==> config.mk <==
export PLATFORM = sky130hd
export DESIGN_NAME = macguffin_decrypt
export DESIGN_NICKNAME = d
export VERILOG_FILES = /design/src/rtl/macguffin_decrypt.sv
export SDC_FILE = /design/constraint.sdc
export NUM_CORES = 1
export LEC_CHECK = 0
export CAP_MARGIN = 5
export CORE_MARGIN = 2
export CORE_UTILIZATION = 45
export DETAILED_ROUTE_END_ITERATION = 12
export GPL_ROUTABILITY_DRIVEN = 0
export GPL_TIMING_DRIVEN = 0
export HOLD_SLACK_MARGIN = 0.03
export PLACE_DENSITY = 0.78
export SYNTH_ARGS = -nofsm -noshare
export SYNTH_HDL_FRONTEND = slang
export SYNTH_SLANG_ARGS = --single-unit
==> constraint.sdc <==
create_clock -name clk -period 2.4 [get_ports clk]
set_input_delay 0.24 -clock clk [delete_from_list [all_inputs] [get_ports clk]]
set_output_delay 0.24 -clock clk [all_outputs]
set_load 0.02 [all_outputs]
==> src/rtl/macguffin_decrypt.sv <==
// -----------------------------------------------------------------------------
// macguffin_decrypt
//   Iterative MacGuffin block decryptor. One Feistel round per clock, 64-bit
//   ciphertext in and 64-bit plaintext out, valid/ready on both sides.
//   The round function is a key XOR, then a fixed 48-bit bit permutation
//   (P-box), then eight 6->2 bit S-boxes that together produce 16 bits.
//   Round keys are fetched from an external store through rk_addr/rk_data.
//   The store must answer in the same cycle. Keys are requested from
//   ROUNDS-1 down to 0.
//
// Optional build macro: MACGUFFIN_DEC_ABORT_EN
//   When this macro is defined, the block gains an 'abort' input. It drops the
//   block in flight (BUSY or DONE) and returns to IDLE on the next edge. Abort
//   has no effect in IDLE.
// -----------------------------------------------------------------------------
module macguffin_decrypt #(
  parameter int ROUNDS = 32,
  parameter int RKW    = 48
) (
  input  logic                                  clk,
  input  logic                                  rst_n,
  input  logic                                  in_valid,
  output logic                                  in_ready,
  input  logic [63:0]                           in_data,
`ifdef MACGUFFIN_DEC_ABORT_EN
  input  logic                                  abort,
`endif
  output logic [((ROUNDS > 1) ? $clog2(ROUNDS) : 1)-1:0] rk_addr,
  input  logic [RKW-1:0]                        rk_data,
  output logic                                  out_valid,
  input  logic                                  out_ready,
  output logic [63:0]                           out_data
);

  localparam int CW = (ROUNDS > 1) ? $clog2(ROUNDS) : 1;
  localparam logic [CW-1:0] LAST = CW'(ROUNDS - 1);

  // S-box contents. Table k sits in slice [k]. Entry j (6-bit select) is
  // bits [2j+1:2j] of that table.
  localparam logic [7:0][127:0] SBOX_TBL = {
    128'hc4a7_1d6e_f352_8b09_7a3f_e0c1_56d8_b92e,   // S7
    128'h6b2e_f183_9d4a_07c5_e3f8_2a61_bd90_4c57,   // S6
    128'h0ff0_a55a_c33c_9669_e11e_b44b_d22d_788f,   // S5
    128'h71c9_e63a_b45d_208f_1f8e_d7c6_a3b2_5e40,   // S4
    128'hd2b4_8e71_3a5c_f069_4b1e_c7a2_96d3_0f58,   // S3
    128'h5e1a_c7b3_0f64_92d8_a6e9_3c17_58f2_b40d,   // S2
    128'h9a5c_63f0_e1b4_2d87_c369_5a0f_b41e_78d2,   // S1
    128'h3c6a_95f0_1e87_d24b_a5c3_0f69_784b_e1d2    // S0
  };

  typedef enum logic [1:0] {
    IDLE = 2'd0,
    BUSY = 2'd1,
    DONE = 2'd2
  } state_t;

  state_t          r_fsm;
  logic [CW-1:0]   r_cnt;
  logic [CW-1:0]   r_rk_addr;
  logic [63:0]     r_state;
  logic            r_in_ready;
  logic            r_out_valid;

  logic [RKW-1:0]  w_mix;
  logic [RKW-1:0]  w_pbox;
  logic [15:0]     w_f;
  logic [63:0]     w_round;
  logic            w_accept;
  logic            w_abort;

  // The top three words {y0,y1,y2} feed the F-function together with the key.
  assign w_mix = r_state[63:16] ^ rk_data;

  // P-box: output bit gi takes input bit (29*gi + 11) mod 48. The stride 29 is
  // coprime with 48, so this is a true permutation.
  genvar gi;
  generate
    for (gi = 0; gi < RKW; gi++) begin : g_pbox
      assign w_pbox[gi] = w_mix[(gi * 29 + 11) % RKW];
    end
  endgenerate

  // S-box layer: box gi looks up 6 permuted bits and produces 2 output bits.
  generate
    for (gi = 0; gi < 8; gi++) begin : g_sbox
      logic [5:0] w_sel;
      assign w_sel          = w_pbox[6*gi +: 6];
      assign w_f[2*gi +: 2] = SBOX_TBL[gi][{w_sel, 1'b0} +: 2];
    end
  endgenerate

  // Inverse round: {y0,y1,y2,y3} -> {y3 ^ f, y0, y1, y2}.
  assign w_round  = {r_state[15:0] ^ w_f, r_state[63:16]};

  assign w_accept = in_valid && r_in_ready;

`ifdef MACGUFFIN_DEC_ABORT_EN
  assign w_abort  = abort && (r_fsm != IDLE);
`else
  assign w_abort  = 1'b0;
`endif

  // Control FSM. It owns the round counter, key address, state word and both
  // handshake outputs. All outputs are registered.
  always_ff @(posedge clk or negedge rst_n) begin
    if (!rst_n) begin
      r_fsm       <= IDLE;
      r_cnt       <= '0;
      r_rk_addr   <= LAST;
      r_state     <= '0;
      r_in_ready  <= 1'b0;
      r_out_valid <= 1'b0;
    end else if (w_abort) begin
      // Drop the block in flight. Nothing is emitted.
      r_fsm       <= IDLE;
      r_cnt       <= '0;
      r_rk_addr   <= LAST;
      r_state     <= '0;
      r_in_ready  <= 1'b1;
      r_out_valid <= 1'b0;
    end else begin
      case (r_fsm)
        IDLE: begin
          r_in_ready <= 1'b1;
          if (w_accept) begin
            r_state    <= in_data;
            r_cnt      <= '0;
            r_rk_addr  <= LAST;
            r_in_ready <= 1'b0;
            r_fsm      <= BUSY;
          end
        end
        BUSY: begin
          r_state <= w_round;
          if (r_cnt == LAST) begin
            // Last key (index 0) has been used; prefetch index ROUNDS-1 again.
            r_rk_addr   <= LAST;
            r_out_valid <= 1'b1;
            r_fsm       <= DONE;
          end else begin
            r_cnt     <= r_cnt + CW'(1);
            r_rk_addr <= r_rk_addr - CW'(1);
          end
        end
        DONE: begin
          if (out_ready) begin
            r_out_valid <= 1'b0;
            r_in_ready  <= 1'b1;
            r_cnt       <= '0;
            r_fsm       <= IDLE;
          end
        end
        default: begin
          r_fsm       <= IDLE;
          r_cnt       <= '0;
          r_rk_addr   <= LAST;
          r_in_ready  <= 1'b0;
          r_out_valid <= 1'b0;
        end
      endcase
    end
  end

  assign in_ready  = r_in_ready;
  assign out_valid = r_out_valid;
  assign out_data  = r_state;
  assign rk_addr   = r_rk_addr;

endmodule
# Word-level counts from Yosys, hierarchy flattened
# Cells that the tools add are included.
totals:
  regBits: 78
  n_memories: 0
  romBits: 0
  ramBits: 0
  latchBits: 0
classes:
  n_mul: 0
  n_reduce_logical: 9
  mux: 19
  shift: 8
  n_div: 0
  bitwise_logic: 5
  eq_ne: 7
  magnitude_cmp: 0
  n_addsub: 2
op_table:
  columns: ["op", "count"]
  rows:
  - ["128-bit by 8-bit indexed part select with 2-bit output, first input constant", 8]
  - ["64-bit case mux with 2 select lines", 1]
  - ["64-bit 2-to-1 mux", 1]
  - ["48-bit XOR", 1]
  - ["5-bit case mux with 3 select lines", 2]
  - ["5-bit 2-to-1 mux", 5]
  - ["16-bit XOR", 1]
  - ["3-bit AND reduction", 3]
  - ["2-bit != test, second input constant", 4]
  - ["2-bit 2-to-1 mux", 3]
  - ["1-bit case mux with 3 select lines", 2]
  - ["2-bit case mux with 3 select lines", 1]
  - ["2-bit AND reduction", 3]
  - ["5-bit by 1-bit adder with 5-bit output, second input constant", 1]
  - ["5-bit equality test, second input constant", 1]
  - ["5-bit by 1-bit subtractor with 5-bit output, second input constant", 1]
  - ["1-bit 2-to-1 mux", 4]
  - ["1-bit inverter", 3]
  - ["2-bit by 1-bit equality test with 1-bit output, second input constant", 1]
  - ["2-bit equality test, second input constant", 1]
  - ["2-bit logical NOT", 1]
  - ["2-bit nonzero test", 1]
  - ["1-bit logical AND", 1]

# Logic depth before layout (Yosys ltp)
logic_depth:
  ltp_word: 4
  mapped_depth: 10
  ltp_nobuf: 9

# Worst setup path after synthesis
# OpenSTA, ideal clock, no wires.
synth_timing:
  path_kind: "register -> register"
  startpoint: "register r_state[50], in the netlist out_data[50]"
  endpoint: "register r_state[55], in the netlist out_data[55]"
  synth_period_minus_slack_ns: 2.630
  slack_ns: -0.230
  stages_incl_launch_ff: 10
  required_ns: 2.269
  t_arrival_ns: 2.499
  setup_ns: 0.131
  cell_sequence: "dfrtp_1 -> xor2_1 -> inv_1 -> ha_1 -> inv_1 -> mux4_2 -> o21ai_0 -> a21oi_1 -> mux2i_1 -> or3_1"
synth_between:
  elab_chain_cells: 4
synth_lines:
  columns: ["item", "line_no", "source"]
  rows:
  - ["start, declared", "60", "logic [63:0] r_state;"]
  - ["start signal, assigned", "126", "r_state <= in_data;"]
  - ["start signal, assigned", "134", "r_state <= w_round;"]
  - ["48-bit XOR", "72", "assign w_mix = r_state[63:16] ^ rk_data;"]
  - ["128-bit by 8-bit indexed part select with 2-bit output", "88", "assign w_f[2*gi +: 2] = SBOX_TBL[gi][{w_sel, 1'b0} +: 2];"]
  - ["16-bit XOR", "93", "assign w_round = {r_state[15:0] ^ w_f, r_state[63:16]};"]
  - ["64-bit case mux with 2 select lines", "122", "case (r_fsm)"]
# No other way between the ends.
# A chain may end at the register's enable or synchronous reset.

# Worst setup path after layout
layout_timing:
  startpoint: "register r_state[57], in the netlist out_data[57]"
  endpoint: "register r_state[51], in the netlist out_data[51]"
# The elaborated chain is that of the path after synthesis.

==> results.toml <==
[run_status]
status = "finished, final reports clean"

[global_route]
grt_pass1_wl_um = 38580
grt_max_degree = 49
grt_pass1_vias = 7039
antenna_found_initial = 1
grt_util_all_layers_pct = 30.45
overflow = 0

[synthesis]
synthArstFlopShare_pct = 100.0
syn_area_mm2 = 0.006922
synth_cell_types = 70
synth_area_leaders = "dfrtp_1 (26%), nand2_1 (8.9%), ha_1 (6.9%)"
ys_ff_latch = 78
synth_area_per_cell_um2 = 8.172
ys_seq_area_share_pct = 28.29
synth_nets = 1001
synth-main-ff-cell = "dfrtp_1"
synth_top_area_share_pct = 26.39
ys_warn_count = 0
synth_area_leader_cell = "dfrtp_1"
synth_edf_count = 0
synth_cells = 847

[power_and_ir_drop]
irDropWorstVdd_v = 0.0008258
p_leak_nw = 4.120
finalPower_mw = 16.84
p_per_area_mw_per_mm2 = 1684

[critical_path]
crit_fanout = 10
start_kind = "flip-flop"
end_kind = "flip-flop"
required_ns = 2.66
r2r_cells = 8
cp.arrival_ns = 2.63
critical_path_class = "flip-flop to flip-flop"
rrSetupSlack_ns = 0.03

[clock_network]
cts_htree_levels = 3
cts_tree = "built"
cts_buffer_depth = 2
clock_sinks = 78
cts-root-buf = "clkbuf_16"
clock_latency_ns = 0.34
clk_pin_slew_ns = 0.07
cts_made_buffers = 9

[timing]
fmax_ghz = 0.4220
holdWs_ns = 0.3861
fin_worst_skew_ns = 0.009463
max_slew.worst_pin.slew_ns = 0.7350
min_period_ns = 2.370
finalMaxSlewViolations = 0
fin_ws_ns = 0.03048
rsz0062_at_grt = "yes"
finalSetupViolations = 0
final.setup.tns_ns = 0
hold_viol = 0
slew_headroom_pct = 51.00
post-route-period-util_pct = 98.73

[drt]
ant_nets = 0
wl_um = 25870
dr_total_vias = 7799
vias_per_cell = 6.131
first_iter_violations = 838
drcViolationCount = 0
avgRoutedWirePerCell_um = 20.34
firstDrtPassIters = 6

[finish]
fin_util_pct = 66.27
post-route-cell-area_mm2 = 0.01000
final_common_cell = "clkdlybuf4s50_1"
fillers = 1210
drive_above_1_share_pct = 14.50
mostFrequentLayoutCells = "clkdlybuf4s50_1 (184), nand2_1 (162), nor2_1 (81)"
seq_area_mm2 = 0.001972
multi_input_area_mm2 = 0.005071
instances_no_fill = 1272
nets = 1232
area_delta_synth_final_pct = 44.47

[placement]
dp_hpwl_um = 18580
numPortBuffers = 186
place_ws_ns = -0.6393
dp_cells = 1222
place_area_mm2 = 0.009090

[die]
core-area_mm2 = 0.01509
die_h_um = 128.0
dieWidth_um = 128.0
start_util_pct = 45.87
io_pins = 187
rows = 45
die_area_mm2 = 0.01639

[job]
drv_cap = 0

[worst_hold_path]
worstHoldPathType = "primary input to asynchronous set/reset pin"
-- state kept, by name (all words and copies together) (netlist names) --
register	flops
out_data	64
r_cnt	5
rk_addr	5
r_fsm	2
in_ready	1
out_valid	1
-- repair_timing --
item	in CTS	in global routing
resized for setup	42	44
endpoints found under the hold margin	30	0
hold buffers	1	0
setup endpoints to repair	65	53
setup buffers	7	26
pin swaps	3	10
-- Yosys cell counts, types with 3 or more instances --
library cell	n
a2111oi_0	5
a211o_1	4
a211oi_1	11
a21o_1	4
a21oi_1	29
a22o_1	3
a22oi_1	3
a311oi_1	3
a31oi_1	58
a32oi_1	3
and2_1	5
and3_1	10
clkbuf_1	37
dfrtp_1	73
dfstp_2	5
ha_1	38
inv_1	26
inv_2	3
mux2_2	8
mux2i_1	23
mux4_2	9
nand2_1	164
nand2b_1	5
nand3_1	23
nand4_1	8
nor2_1	81
nor3_1	22
nor4_1	4
o2111ai_1	4
o211ai_1	11
o21a_1	3
o21ai_0	26
o311a_1	3
o311ai_0	3
o31ai_1	4
or3_1	7
xnor2_1	33
xor2_1	35
xor2_2	11
-- worst paths after layout --
kind	from	end
max reg2reg	out_data[57]	out_data[51]
max in group asynchronous	rst_n	rk_addr[1]
min in group clk	in_data[43]	out_data[43]
min reg2reg	r_cnt[0]	r_cnt[0]
min	rst_n	out_data[41]
max	out_data[57]	out_data[51]
-- worst max-delay path, cell delays in order, from the launching register on --
cell and delay, ns:
dfrtp_1 0.45, xor2_2 0.23, inv_1 0.07, ha_2 0.43, nor2_1 0.07, o311a_1 0.35
a311o_1 0.36, o311a_1 0.16, nor3_1 0.17
-- kinds of logic (layout without fill, tap and decap cells) --
| logic type | after synthesis | after routing | share of synthesized area, % |
|---|---|---|---|
| AND/OR/NAND/NOR | 337 | 337 | 20.99 |
| buffers and inverters | 69 | 305 | 3.778 |
| adder cells (fa/ha/maj) | 39 | 39 | 7.014 |
| other | 0 | 1 | 0 |
| multiplexers | 41 | 41 | 7.936 |
| flip-flops | 78 | 78 | 28.29 |
| XOR/XNOR | 83 | 83 | 12.38 |
| AO/OA/AOI/OAI | 200 | 200 | 19.61 |
-- layout make-up --
cell class | instances | share of cell area (%)
antenna | 1 | 0.02503
tap | 188 | 2.352
multi-input combinational | 700 | 50.71
sequential | 78 | 19.72
buffer | 39 | 1.689
clock inverter | 7 | 0.6256
inverter | 29 | 1.189
clock buffer | 9 | 2.252
timing repair buffer | 221 | 21.43
-- where the power goes --
part | switching [mW] | internal (mW)
Clock | 0.629 | 0.723
Sequential | 1.33 | 2.10
Combinational | 6.62 | 5.44
-- metal layers --
layer | vias up | GRT usage, % | wire length [um]
met5 | - | 0 | 0
met4 | 0 | 13.32 | 1234
met3 | 80 | 6.636 | 2688
met2 | 495 | 48.66 | 11860
met1 | 3709 | 39.89 | 10080
li1 | 3515 | - | -
Power figures use the tool's default switching activity.
